<file path="src/rtl/i2c_target_pkg.sv">
// Shared definitions for the I2C target endpoint: state encoding, frame
// layout constants and the read-byte selection helper.
package i2c_target_pkg;

    typedef enum logic [3:0] {
        k_t_idle     = 4'd0,
        k_t_addr     = 4'd1,
        k_t_addr_ack = 4'd2,
        k_t_wr_data  = 4'd3,
        k_t_wr_ack   = 4'd4,
        k_t_rd_data  = 4'd5,
        k_t_rd_ack   = 4'd6,
        k_t_ignore   = 4'd7
    } t_state_e;

    localparam int   RW_BIT    = 0;
    localparam logic ACK_LVL   = 1'b0;
    localparam logic NACK_LVL  = 1'b1;
    localparam logic [7:0] IDLE_BYTE = 8'hFF;

    // An empty source reads back as an all-ones byte, as a released bus would.
    function automatic logic [7:0] pick_tx_byte(input logic valid, input logic [7:0] data);
        return valid ? data : IDLE_BYTE;
    endfunction

endpackage

</file>
<file path="src/rtl/i2c_target_line_filter.sv">
// Two-flop synchronizer plus debounce for one I2C line; emits one-cycle
// rise/fall pulses aligned with the cycle the filtered value changes.
module i2c_line_filter #(
    parameter int FILTER_LEN = 3
) (
    input  logic clk,
    input  logic reset,
    input  logic line_in,
    output logic line_filt,
    output logic rise,
    output logic fall
);

    logic       sync_p0;
    logic       sync_p1;
    logic [3:0] cnt;
    logic       settled;

    assign settled = (cnt == 4'(FILTER_LEN - 1));

    always_ff @(posedge clk) begin
        if (reset) begin
            sync_p0   <= 1'b1;
            sync_p1   <= 1'b1;
            line_filt <= 1'b1;
            cnt       <= '0;
            rise      <= 1'b0;
            fall      <= 1'b0;
        end else begin
            sync_p0 <= line_in;
            sync_p1 <= sync_p0;
            rise    <= 1'b0;
            fall    <= 1'b0;
            // Any sample agreeing with the current value restarts the run.
            if (sync_p1 == line_filt) begin
                cnt <= '0;
            end else if (settled) begin
                cnt       <= '0;
                line_filt <= sync_p1;
                rise      <= sync_p1;
                fall      <= ~sync_p1;
            end else begin
                cnt <= cnt + 4'd1;
            end
        end
    end

endmodule

</file>
<file path="src/rtl/i2c_target.sv">
// I2C target endpoint with 7-bit addressing: write bytes are strobed out on
// rx_valid, read bytes are pulled from a valid/ready source.
module i2c_target
    import i2c_target_pkg::*;
#(
    parameter logic [6:0] ADDR       = 7'h42,
    parameter int         FILTER_LEN = 3
) (
    input  logic       clk,
    input  logic       reset,
    input  logic       scl_in,
    input  logic       sda_in,
    output logic       sda_out,
    output logic [7:0] rx_data,
    output logic       rx_valid,
    input  logic [7:0] tx_data,
    input  logic       tx_valid,
    output logic       tx_ready,
    output logic       tx_underrun,
    output logic       busy
);

    logic scl_f, scl_rise, scl_fall;
    logic sda_f, sda_rise, sda_fall;

    i2c_line_filter #(.FILTER_LEN(FILTER_LEN)) u_scl_filt (
        .clk       (clk),
        .reset     (reset),
        .line_in   (scl_in),
        .line_filt (scl_f),
        .rise      (scl_rise),
        .fall      (scl_fall)
    );

    i2c_line_filter #(.FILTER_LEN(FILTER_LEN)) u_sda_filt (
        .clk       (clk),
        .reset     (reset),
        .line_in   (sda_in),
        .line_filt (sda_f),
        .rise      (sda_rise),
        .fall      (sda_fall)
    );

    logic start_det, stop_det, bit_rise, bit_fall;

    assign start_det = sda_fall & scl_f;
    assign stop_det  = sda_rise & scl_f;
    // A bus condition swallows any SCL edge landing in the same cycle.
    assign bit_rise  = scl_rise & ~start_det & ~stop_det;
    assign bit_fall  = scl_fall & ~start_det & ~stop_det;

    t_state_e   state;
    logic [2:0] bit_cnt;
    logic [7:0] shreg;
    logic       is_read;
    logic       byte_full;
    logic       ack_in;

    always_ff @(posedge clk) begin
        if (reset) begin
            state       <= k_t_idle;
            bit_cnt     <= '0;
            is_read     <= 1'b0;
            byte_full   <= 1'b0;
            ack_in      <= NACK_LVL;
            sda_out     <= 1'b1;
            rx_data     <= 8'h00;
            rx_valid    <= 1'b0;
            tx_ready    <= 1'b0;
            tx_underrun <= 1'b0;
            busy        <= 1'b0;
        end else begin
            rx_valid    <= 1'b0;
            tx_ready    <= 1'b0;
            tx_underrun <= 1'b0;
            if (start_det) begin
                state     <= k_t_addr;
                bit_cnt   <= '0;
                byte_full <= 1'b0;
                busy      <= 1'b1;
                sda_out   <= 1'b1;
            end else if (stop_det) begin
                state     <= k_t_idle;
                byte_full <= 1'b0;
                busy      <= 1'b0;
                sda_out   <= 1'b1;
            end else begin
                case (state)
                    k_t_addr: begin
                        if (bit_rise) begin
                            shreg   <= {shreg[6:0], sda_f};
                            bit_cnt <= bit_cnt + 3'd1;
                            if (bit_cnt == 3'd7) byte_full <= 1'b1;
                        end else if (bit_fall && byte_full) begin
                            byte_full <= 1'b0;
                            is_read   <= shreg[RW_BIT];
                            if (shreg[7:1] == ADDR) begin
                                sda_out <= ACK_LVL;
                                state   <= k_t_addr_ack;
                                // Read data is fetched while the address ACK is on the bus.
                                if (shreg[RW_BIT]) begin
                                    shreg       <= pick_tx_byte(tx_valid, tx_data);
                                    tx_ready    <= tx_valid;
                                    tx_underrun <= ~tx_valid;
                                end
                            end else begin
                                state <= k_t_ignore;
                            end
                        end
                    end
                    k_t_addr_ack: begin
                        if (bit_fall) begin
                            bit_cnt <= '0;
                            if (is_read) begin
                                sda_out <= shreg[7];
                                state   <= k_t_rd_data;
                            end else begin
                                sda_out <= 1'b1;
                                state   <= k_t_wr_data;
                            end
                        end
                    end
                    k_t_wr_data: begin
                        if (bit_rise) begin
                            shreg   <= {shreg[6:0], sda_f};
                            bit_cnt <= bit_cnt + 3'd1;
                            if (bit_cnt == 3'd7) begin
                                rx_data   <= {shreg[6:0], sda_f};
                                rx_valid  <= 1'b1;
                                byte_full <= 1'b1;
                            end
                        end else if (bit_fall && byte_full) begin
                            byte_full <= 1'b0;
                            sda_out   <= ACK_LVL;
                            state     <= k_t_wr_ack;
                        end
                    end
                    k_t_wr_ack: begin
                        if (bit_fall) begin
                            sda_out <= 1'b1;
                            bit_cnt <= '0;
                            state   <= k_t_wr_data;
                        end
                    end
                    k_t_rd_data: begin
                        if (bit_fall) begin
                            if (bit_cnt == 3'd7) begin
                                sda_out <= 1'b1;
                                bit_cnt <= '0;
                                state   <= k_t_rd_ack;
                            end else begin
                                sda_out <= shreg[6];
                                shreg   <= {shreg[6:0], 1'b0};
                                bit_cnt <= bit_cnt + 3'd1;
                            end
                        end
                    end
                    k_t_rd_ack: begin
                        if (bit_rise) begin
                            ack_in <= sda_f;
                        end else if (bit_fall) begin
                            if (ack_in == ACK_LVL) begin
                                shreg       <= pick_tx_byte(tx_valid, tx_data);
                                tx_ready    <= tx_valid;
                                tx_underrun <= ~tx_valid;
                                sda_out     <= tx_valid ? tx_data[7] : 1'b1;
                                bit_cnt     <= '0;
                                state       <= k_t_rd_data;
                            end else begin
                                sda_out <= 1'b1;
                                state   <= k_t_ignore;
                            end
                        end
                    end
                    default: begin
                        sda_out <= 1'b1;
                    end
                endcase
            end
        end
    end

endmodule

</file>
<file path="config.mk">
export PLATFORM = sky130hd
export DESIGN_NAME = i2c_target
export DESIGN_NICKNAME = d
export VERILOG_FILES = /design/src/rtl/i2c_target_pkg.sv /design/src/rtl/i2c_target_line_filter.sv /design/src/rtl/i2c_target.sv
export SDC_FILE = /design/constraint.sdc
export NUM_CORES = 1
export LEC_CHECK = 0
export ABC_CLOCK_PERIOD_IN_PS = 2500
export BUFFER_PORTS_ARGS = -buffer_cell sky130_fd_sc_hd__buf_2
export CAP_MARGIN = 15
export CORE_UTILIZATION = 45
export DETAILED_ROUTE_END_ITERATION = 6
export GPL_ROUTABILITY_DRIVEN = 0
export PLACE_DENSITY = 0.69
export SKIP_LAST_GASP = 1
export SYNTH_ARGS = -nofsm -noshare
export SYNTH_HDL_FRONTEND = slang
export SYNTH_SLANG_ARGS = --single-unit
</file>
<file path="constraint.sdc">
create_clock -name clk -period 2.5 [get_ports clk]
set_input_delay 0.25 -clock clk [delete_from_list [all_inputs] [get_ports clk]]
set_output_delay 0.25 -clock clk [all_outputs]
set_load 0.02 [all_outputs]
</file>
==> impl_metrics.json, run 1 <==
{
  "path_class": "reg2reg",
  "classification_of_the_worst_slack_hold_path": "in2reg",
  "tightestPinTransition_ps": 569,
  "path_max_fanout": 7,
  "detailedRoute.firstPassIterationCount": 5,
  "grt-busiest-layer": "met2",
  "global_route_wire_length_before_repair_mm": 9.36,
  "first_global_vias": 1919,
  "type_of_destination_of_the_critical_path": "flop",
  "layout_min_cycle_time_ps": 2260,
  "ys.flop_type": "sky130_fd_sc_hd__dfxtp_1",
  "final_layout_size_suffix_gt1_share_pct": 17.2,
  "max_cap_violations": 0,
  "crit_path_start": "shreg[4]",
  "synth_cells": 282,
  "routedWlPerCell_um": 14.5,
  "critical_path.cell_chain": "or4b_4, nor4b_4, nor2b_1, a211oi_1, nor3_2, buf_4",
  "initial_utilization_pct": 47.4,
  "number_of_synthesized_flops_with_an_enable_pin": 8,
  "cts.clk_slew.worst_paths_ps": 90,
  "die-height_um": 76.0,
  "postSynth.asyncResetShare_pct": 0,
  "setup-tns-final_ps": 0,
  "holdWs_ps": 127,
  "hpwl_mm": 3.86,
  "use_met2_pct": 30.3,
  "ctsRootBufferMaster": "sky130_fd_sc_hd__clkbuf_8",
  "placeableCoreArea_um2": 5200,
  "p_comb_share_pct": 23.1,
  "area_used_by_multi_input_combinational_logic_um2": 1340,
  "cts_buffer_depth": 2,
  "antenna_left": 0,
  "grt_max_degree": 32,
  "clock_skew_ps": 6.18,
  "area_delta_synth_final_pct": 12.8,
  "yosys_register_bits": 48,
  "cell_internal_pwr_mw": 1.21,
  "die_w_um": 76.0,
  "worst_ep_arrival_time_ps": 2280,
  "std_cell_rows": 26,
  "power.switching_fraction_pct": 32.0,
  "grt_setup_unrepaired": "no",
  "cts_resized": 0,
  "regArea_um2": 1040,
  "final_common_cell": "sky130_fd_sc_hd__nor2_1",
  "status": "complete, no violations",
  "grt_overflow": 0,
  "p_per_area_nw_per_um2": 640,
  "clockPowerShare_pct": 26.0,
  "holdCritStartpoint": "sda_in",
  "drt_wl_total_mm": 5.50,
  "dr.first_iter.drc_count": 313,
  "slew-limit-headroom_pct": 62.0,
  "insertion_delay_ps": 300,
  "fmax_mhz": 443,
  "post-route-drc-count": 0,
  "max-vdd-ir-drop_mv": 0.332,
  "leak_pwr_nw": 1.14,
  "antennaDiodeCount": 0,
  "timing.final.crit_share_pct": 90.3,
  "final_hold_violation_count": 0,
  "avgSynthCellArea_um2": 8.75,
  "crit_path_start_kind": "flop",
  "tritoncts": "done",
  "groute.usage.overall_pct": 20.1,
  "cp_slowest_stage_delay_ps": 560,
  "cp_data_required_time_ps": 2520,
  "grtUsageMet3_pct": 4.07,
  "synth_seq_area_share_pct": 42.2,
  "power.share.sequential_pct": 50.9,
  "route.detailed.vias_per_inst": 5.72,
  "critical_path.reg2reg.startpoint": "shreg[4]",
  "routed-via-count": 2169,
  "final_cell_area_um2": 2780,
  "clock-sinks": 48,
  "report.final.setup_viol": 0,
  "mappedNetlistNets": 301,
  "synth_cell_types": 55,
  "cts_hold_repair.buffers": 0,
  "numCtsBuffers": 5,
  "crit_slowest_cell": "sky130_fd_sc_hd__or4b_4",
  "yosys_warnings": 0,
  "p_switching_uw": 570,
  "io-pin-count": 26,
  "gr-usage-met1_pct": 28.5,
  "post_cts.repair.setup_buffers": 0,
  "place_area_um2": 2700,
  "initial_antenna_violation_count": 0,
  "port_buffers": 25,
  "mostFrequentLayoutCells": "41 x sky130_fd_sc_hd__nor2_1, 40 x sky130_fd_sc_hd__dfxtp_1, 28 x sky130_fd_sc_hd__nand2_1, 25 x sky130_fd_sc_hd__buf_2, 17 x sky130_fd_sc_hd__a21oi_1",
  "slew_viol_final": 0,
  "design.die.area_um2": 5780,
  "htree_num_levels": 2,
  "layout.filler_cells": 478,
  "mappedNetlistArea_um2": 2470,
  "num-nets-final": 327
}
## power by group through the flow
stage                     logic, mW  clock network [mW]  registers, mW
after global placement        0.402                   0          0.923
after CTS                     0.404               0.477          0.904
final                         0.412               0.464          0.907
after global routing          0.447               0.512          0.915
after detailed placement      0.401                   0          0.922
after floorplan               0.313                   0          0.885
## synth_stat cells, drive strengths merged (3+ instances only)
cell | count | area (um2)
nand2b | 10 | 62.6
edfxtp | 8 | 240
a31oi | 4 | 25.0
buf | 3 | 13.8
o21ai | 9 | 45.0
nor2 | 41 | 154
nor4b | 4 | 50.1
mux2i | 14 | 140
a21oi | 17 | 85.1
clkbuf | 13 | 48.8
o2bb2ai | 5 | 43.8
ha | 6 | 75.1
inv | 8 | 30.0
dfxtp | 40 | 801
and2 | 3 | 18.8
or2 | 4 | 25.0
nand3 | 8 | 45.0
nand2 | 28 | 105
nor3 | 5 | 25.0
xnor2 | 4 | 35.0
o21a | 5 | 37.5
## logic make-up (layout without fill, tap and decap cells)
logic type	count (synthesis)	after routing	synth area share [%]
simple gates	114	114	23.0
compound gates	70	70	20.2
flops	48	48	42.2
buf+inv	24	51	3.75
mux	14	14	5.68
fa+ha+maj	6	6	3.04
xor+xnor	6	6	2.13
## worst max-delay path, delay by kind of cell (launching register included)
kind	cells	cell delay, ps
AOI/OAI and AO/OA	1	120
DFF	1	410
buffers and inverters	1	190
and+or+nand+nor	4	1250
## through the flow
step | worst slack [ps] | std cells | util (%) | total power, mW
2_1_floorplan | 164 | 282 | - | 1.20
3_3_place_gp | 319 | 371 | 51.8 | 1.32
3_5_place_dp | 272 | 371 | 51.8 | 1.32
4_1_cts | 248 | 379 | 53.5 | 1.79
5_1_grt | 113 | 379 | 53.5 | 1.87
6_report | 242 | 379 | 53.5 | 1.78
## metal layers
metal / vias to the layer above / wire (um)
met4: 0 / 78
li1: 1067 / -
met3: 9 / 336
met2: 84 / 2430
met1: 1009 / 2660
met5: - / 0
## final timing paths
kind,to,slack [ps],cells after the start
setup / recovery,shreg[1],240,6
hold reg to reg,u_sda_filt.sync_p1,410,1
setup reg to reg,shreg[1],240,6
hold / removal,u_sda_filt.sync_p0,130,2
## flip-flops by register name, indices dropped and copies added, names as in the netlist
name and flops:
sda_out 1, u_scl_filt.cnt 4, ack_in 1, u_sda_filt.sync_p0 1
u_scl_filt.fall 1, tx_ready 1, u_sda_filt.rise 1, u_scl_filt.sync_p1 1
busy 1, tx_underrun 1, is_read 1, u_scl_filt.line_filt 1
u_scl_filt.sync_p0 1, state 3, bit_cnt 3, u_scl_filt.rise 1
shreg 8, u_sda_filt.fall 1, u_sda_filt.sync_p1 1, rx_data 8
rx_valid 1, u_sda_filt.cnt 4, byte_full 1, u_sda_filt.line_filt 1
## final cells by class
| class | instances | share of cell area [%] |
|---|---|---|
| multi-input combinational | 210 | 48.1 |
| sequential | 48 | 37.4 |
| timing repair buffer | 35 | 7.19 |
| tap | 70 | 3.15 |
| clock buffer | 5 | 2.47 |
| inverter | 8 | 1.08 |
| clock inverter | 3 | 0.629 |
No activity file was read; power rests on OpenSTA's default activity.
==> inputs of run 2 (changes only) <==
Settings changed: ABC_CLOCK_PERIOD_IN_PS 2500 to 2390, PLACE_DENSITY 0.69 to 0.67, SETUP_SLACK_MARGIN from default to 0.4.
Clock period 2.5 ns to 2.39 ns, I/O delays scaled along.
==> impl_metrics.json, run 2 (synthesis results as in run 1) <==
{
  "mostFrequentLayoutCells": "40 x sky130_fd_sc_hd__nor2_1, 37 x sky130_fd_sc_hd__dfxtp_1, 28 x sky130_fd_sc_hd__nand2_1, 25 x sky130_fd_sc_hd__buf_2, 17 x sky130_fd_sc_hd__a21oi_1",
  "cp_slowest_stage_delay_ps": 560,
  "port_buffers": 25,
  "initial_utilization_pct": 47.4,
  "layout_top_registers": "rx_data x8, shreg x8",
  "detailedRoute.firstPassIterationCount": 5,
  "cts_hold_repair.buffers": 0,
  "initial_antenna_violation_count": 0,
  "layout_min_cycle_time_ps": 2050,
  "tightestPinTransition_ps": 449,
  "p_per_area_nw_per_um2": 682,
  "final_cell_area_um2": 2930,
  "global_route_wire_length_before_repair_mm": 9.92,
  "num-nets-final": 334,
  "first_global_vias": 2042,
  "clock-sinks": 48,
  "clock_skew_ps": 5.29,
  "final_hold_violation_count": 0,
  "routedWlPerCell_um": 15.0,
  "post-route-drc-count": 0,
  "io-pin-count": 26,
  "slew-limit-headroom_pct": 70.1,
  "grtUsageMet3_pct": 4.55,
  "timing.final.crit_share_pct": 85.7,
  "numCtsBuffers": 5,
  "setup-tns-final_ps": 0,
  "max-vdd-ir-drop_mv": 0.424,
  "cts_buffer_depth": 2,
  "die_w_um": 76.0,
  "htree_num_levels": 2,
  "final_layout_size_suffix_gt1_share_pct": 21.2,
  "critical_path.cell_chain": "or4b_4, nor4b_4, nor2b_4, a211oi_2, nor3_4, buf_12",
  "grt_overflow": 0,
  "die-height_um": 76.0,
  "route.detailed.vias_per_inst": 5.72,
  "ctsRootBufferMaster": "sky130_fd_sc_hd__clkbuf_8",
  "drt_wl_total_mm": 5.81,
  "slew_viol_final": 0,
  "antennaDiodeCount": 0,
  "path_max_fanout": 7,
  "grt_max_degree": 22,
  "totalPowerFinal_mw": 2.00,
  "path_class": "reg2reg",
  "place_area_um2": 2720,
  "placeableCoreArea_um2": 5200,
  "use_met2_pct": 33.3,
  "max_cap_violations": 0,
  "cp_data_required_time_ps": 2430,
  "hpwl_mm": 4.07,
  "classification_of_the_worst_slack_hold_path": "in2reg",
  "antenna_left": 0,
  "insertion_delay_ps": 310,
  "status": "complete, no violations",
  "groute.usage.overall_pct": 21.6,
  "leak_pwr_nw": 1.20,
  "worst_ep_arrival_time_ps": 2090,
  "type_of_destination_of_the_critical_path": "flop",
  "area_delta_synth_final_pct": 18.7,
  "std_cell_rows": 26,
  "grt-busiest-layer": "met2",
  "grt_setup_unrepaired": "yes",
  "routed-via-count": 2208,
  "tritoncts": "done",
  "report.final.setup_viol": 0,
  "crit_slowest_cell": "sky130_fd_sc_hd__or4b_4",
  "cts.clk_slew.worst_paths_ps": 90,
  "dr.first_iter.drc_count": 343,
  "gr-usage-met1_pct": 29.8,
  "fmax_mhz": 488,
  "final_common_cell": "sky130_fd_sc_hd__nor2_1",
  "crit_path_start_kind": "flop",
  "design.die.area_um2": 5780
}
run 2: changes by cell type in the layout (fill, tap and decap cells not counted), sizes merged:
cell    change
bufinv      +1
inv         -1
buf         +7
run 2: cell type report:
type                       count  area [um2]
timing repair buffer          42         265
tap                           70        87.6
multi-input combinational    210        1390
fill                         481        2280
inverter                       8        30.0
sequential                    48        1040
clock buffer                   5        68.8
clock inverter                 3        42.5
run 2: metal layers:
metal,vias up,share of wire (%),routed length (um)
met1,1004,44,2570
met3,25,7.9,458
li1,1081,-,-
met2,98,45,2620
met4,0,2.6,150
met5,-,0,0
run 2: critical path, delay by kind of cell (launching register included):
family                 cells  cell delay (ps)
buffers and inverters      1              150
DFF                        1              390
and+or+nand+nor            4             1150
AOI/OAI and AO/OA          1               90
run 2: per-stage QoR:
stage / std cells / utilization (%) / worst slack [ps] / hold WS (ps)
floorplan: 282 / - / 213 / 343
global placement: 372 / 52.3 / 207 / 390
detailed placement: 372 / 52.3 / 150 / 399
CTS: 386 / 56.0 / 293 / 98.6
global route: 386 / 56.3 / 265 / 95.0
finish: 386 / 56.3 / 341 / 100
run 2: path summary, 6_finish.rpt:
path	start	to	slack (ps)	depth (start not counted)
worst max-delay path	shreg[5]	shreg[5]	340	6
worst min-delay path	scl_in	u_scl_filt.sync_p0	100	2
worst max register to register	shreg[5]	shreg[5]	340	6
worst min register to register	u_scl_filt.sync_p0	u_scl_filt.sync_p1	420	1
run 2: report_power, final:
part	internal, mW	switching (mW)	leakage, nW
combinational	0.193	0.238	0.745
clock	0.310	0.294	0.0558
sequential	0.878	0.0843	0.398
run 2: timing repair:
item	CTS	global route
endpoints found under the setup margin	17	22
resized for setup	4	5
buffers inserted	6	0
pin swaps	5	2
==> inputs of run 3 (changes only) <==
--- a/config.mk
+++ b/config.mk
@@ -6,4 +6,5 @@
 export NUM_CORES = 1
 export LEC_CHECK = 0
+export ABC_AREA = 1
 export ABC_CLOCK_PERIOD_IN_PS = 2390
 export BUFFER_PORTS_ARGS = -buffer_cell sky130_fd_sc_hd__buf_2
==> constraint.sdc (replaced) <==
create_clock -name clk -period 2.39 [get_ports clk]
set_input_delay 0.239 -clock clk [delete_from_list [all_inputs] [get_ports clk]]
set_output_delay 0.239 -clock clk [all_outputs]
set_load 0.005 [all_outputs]
==> impl_metrics.json, run 3 <==
{
  "leak_pwr_nw": 1.18,
  "yosys_warnings": 0,
  "number_of_synthesized_flops_with_an_enable_pin": 8,
  "detailedPlace.worstSlack_ps": 454,
  "clockPowerShare_pct": 22.1,
  "htree_num_levels": 2,
  "io-pin-count": 26,
  "die_w_um": 74.8,
  "first_global_vias": 1896,
  "place_area_um2": 2560,
  "slew_viol_final": 0,
  "ys.flop_type": "sky130_fd_sc_hd__dfxtp_1",
  "placeableCoreArea_um2": 5110,
  "power.share.sequential_pct": 42.7,
  "global_route_wire_length_before_repair_mm": 8.56,
  "groute.usage.overall_pct": 20.1,
  "timing.final.crit_share_pct": 77.8,
  "routed-via-count": 2010,
  "final_hold_violation_count": 0,
  "max-vdd-ir-drop_mv": 0.506,
  "grt_setup_unrepaired": "no",
  "hpwl_mm": 3.76,
  "initial_antenna_violation_count": 0,
  "std_cell_rows": 26,
  "layout_min_cycle_time_ps": 1860,
  "cp_slowest_stage_delay_ps": 550,
  "grt_max_degree": 17,
  "route.detailed.vias_per_inst": 5.11,
  "ctsRootBufferMaster": "sky130_fd_sc_hd__clkbuf_8",
  "synth_seq_area_share_pct": 43.7,
  "numCtsBuffers": 5,
  "postLayoutSetupSlackWorst_ps": 532,
  "synthTopCellsByArea": "sky130_fd_sc_hd__dfxtp_1 34%, sky130_fd_sc_hd__edfxtp_1 10%, sky130_fd_sc_hd__nand2_1 6.8%",
  "area_used_by_multi_input_combinational_logic_um2": 1140,
  "classification_of_the_worst_slack_hold_path": "in2reg",
  "post-route-drc-count": 0,
  "mappedNetlistNets": 310,
  "holdWs_ps": 101,
  "layout.core_utilization_pct": 52.7,
  "antennaDiodeCount": 0,
  "worst_path_most_repeated_cell": "sky130_fd_sc_hd__nand2_4",
  "regArea_um2": 1040,
  "avgSynthCellArea_um2": 8.20,
  "crit_slowest_cell": "sky130_fd_sc_hd__dfxtp_1",
  "fmax_mhz": 538,
  "dr.first_iter.drc_count": 171,
  "p_comb_share_pct": 35.2,
  "largest_area_contributor_in_the_synthesized_netlist": "sky130_fd_sc_hd__dfxtp_1",
  "yosys_register_bits": 48,
  "setup-tns-final_ps": 0,
  "synth.top_cell.area_share_pct": 33.6,
  "final_common_cell": "sky130_fd_sc_hd__nand2_1",
  "synth_cell_types": 39,
  "num-nets-final": 341,
  "synth_most_common_cell": "sky130_fd_sc_hd__nand2_1",
  "status": "complete, no violations",
  "synth_cells": 291,
  "slew-limit-headroom_pct": 71.4,
  "final_layout_size_suffix_gt1_share_pct": 21.1,
  "routedWlPerCell_um": 12.7,
  "clock-sinks": 48,
  "r2r_slack_ps": 530,
  "final_cell_area_um2": 2690,
  "port_buffers": 25,
  "layout_top_registers": "rx_data x8, shreg x8",
  "cell_internal_pwr_mw": 1.45,
  "path_max_fanout": 8,
  "totalPowerFinal_mw": 2.34,
  "power.switching_fraction_pct": 38.0,
  "tritoncts": "done",
  "cp_data_required_time_ps": 2410,
  "clock_skew_ps": 5.44,
  "design.die.area_um2": 5590,
  "path_class": "reg2reg",
  "mappedNetlistArea_um2": 2380,
  "layout.filler_cells": 506,
  "die-height_um": 74.8,
  "type_of_destination_of_the_critical_path": "flop",
  "dpl.cell_count": 382,
  "post_layout_nonfiller_instances": 393,
  "p_switching_uw": 888,
  "grt_overflow": 0,
  "p_per_area_nw_per_um2": 869,
  "tightestPinTransition_ps": 429,
  "worst_ep_arrival_time_ps": 1880,
  "drt_wl_total_mm": 5.00,
  "critical_path.cell_chain": "nand2_4, nand2_4, nor2_8, nand2_1, nand4_1, nand3b_1, a21oi_1, buf_4",
  "ys_top_cells_by_count": "43 x sky130_fd_sc_hd__nand2_1, 40 x sky130_fd_sc_hd__dfxtp_1, 32 x sky130_fd_sc_hd__nor2_1, 31 x sky130_fd_sc_hd__inv_1, 22 x sky130_fd_sc_hd__a21oi_1",
  "report.final.setup_viol": 0,
  "antenna_left": 0,
  "mostFrequentLayoutCells": "43 x sky130_fd_sc_hd__nand2_1, 38 x sky130_fd_sc_hd__dfxtp_1, 32 x sky130_fd_sc_hd__nor2_1, 31 x sky130_fd_sc_hd__inv_1, 25 x sky130_fd_sc_hd__buf_2",
  "cts_buffer_depth": 2,
  "area_delta_synth_final_pct": 12.9,
  "insertion_delay_ps": 310,
  "crit_path_start_kind": "flop",
  "postSynth.asyncResetShare_pct": 0,
  "detailedRoute.firstPassIterationCount": 4,
  "max_cap_violations": 0,
  "initial_utilization_pct": 46.7,
  "cts.clk_slew.worst_paths_ps": 90
}
[run 3: changes by cell type in the layout (fill, tap and decap cells not counted), moves of 6 or more]
cell	delta
sky130_fd_sc_hd__mux2i_1	-14
sky130_fd_sc_hd__buf_4	-10
sky130_fd_sc_hd__nand2b_1	-10
sky130_fd_sc_hd__inv_1	+23
sky130_fd_sc_hd__nand4_1	+6
sky130_fd_sc_hd__nand2_1	+15
sky130_fd_sc_hd__o21ai_0	+12
sky130_fd_sc_hd__nor2_1	-8
sky130_fd_sc_hd__nand3_1	+9
[run 3: worst paths after layout]
check	start	endpoint	cells past startpoint
setup / recovery	u_scl_filt.line_filt	shreg[1]	8
hold / removal	tx_valid	tx_underrun	2
setup reg to reg	u_scl_filt.line_filt	shreg[1]	8
hold reg to reg	u_sda_filt.sync_p0	u_sda_filt.sync_p1	1
[run 3: final cells by class]
cell class / instances / area share, %
Clock buffer: 6 / 3.07
Clock inverter: 2 / 0.511
Inverter: 35 / 4.97
Multi-Input combinational cell: 200 / 42.4
Sequential cell: 48 / 38.8
Tap cell: 70 / 3.25
Timing Repair Buffer: 32 / 7.06
[run 3: kinds of logic after synthesis]
| logic type | synth area share [%] |
|---|---|
| fa+ha+maj | 3.15 |
| compound gates | 16.5 |
| flops | 43.7 |
| simple gates | 26.8 |
| xor+xnor | 1.47 |
| buf+inv | 8.50 |
[run 3: power by group through the flow]
stage	registers (mW)	logic, mW	clock network (mW)
final	0.998	0.824	0.518
after global routing	1.01	0.946	0.554
after CTS	0.995	0.819	0.528
after detailed placement	1.01	0.815	0
after global placement	1.01	0.809	0
after floorplan	0.965	0.717	0
[run 3: metal layers]
metal / global-route usage (%) / vias up / part of all wire (%)
met2: 34.9 / 40 / 47
met1: 25.1 / 922 / 47
li1: - / 1040 / -
met3: 3.21 / 8 / 4.2
met4: 7.55 / 0 / 1.4
met5: 0 / - / 0
[run 3: repair_timing]
action,CTS,global route
hold buffers,0,0
gates resized for setup,0,2
setup buffers,0,3
setup endpoints to repair,0,18
[run 3: worst max-delay path, delay by kind of cell (launching register included)]
family                 cells  cell delay, ps
buffers and inverters      1             180
AND/OR/NAND/NOR            6             740
flip-flops                 1             550
AO/OA/AOI/OAI              1             120
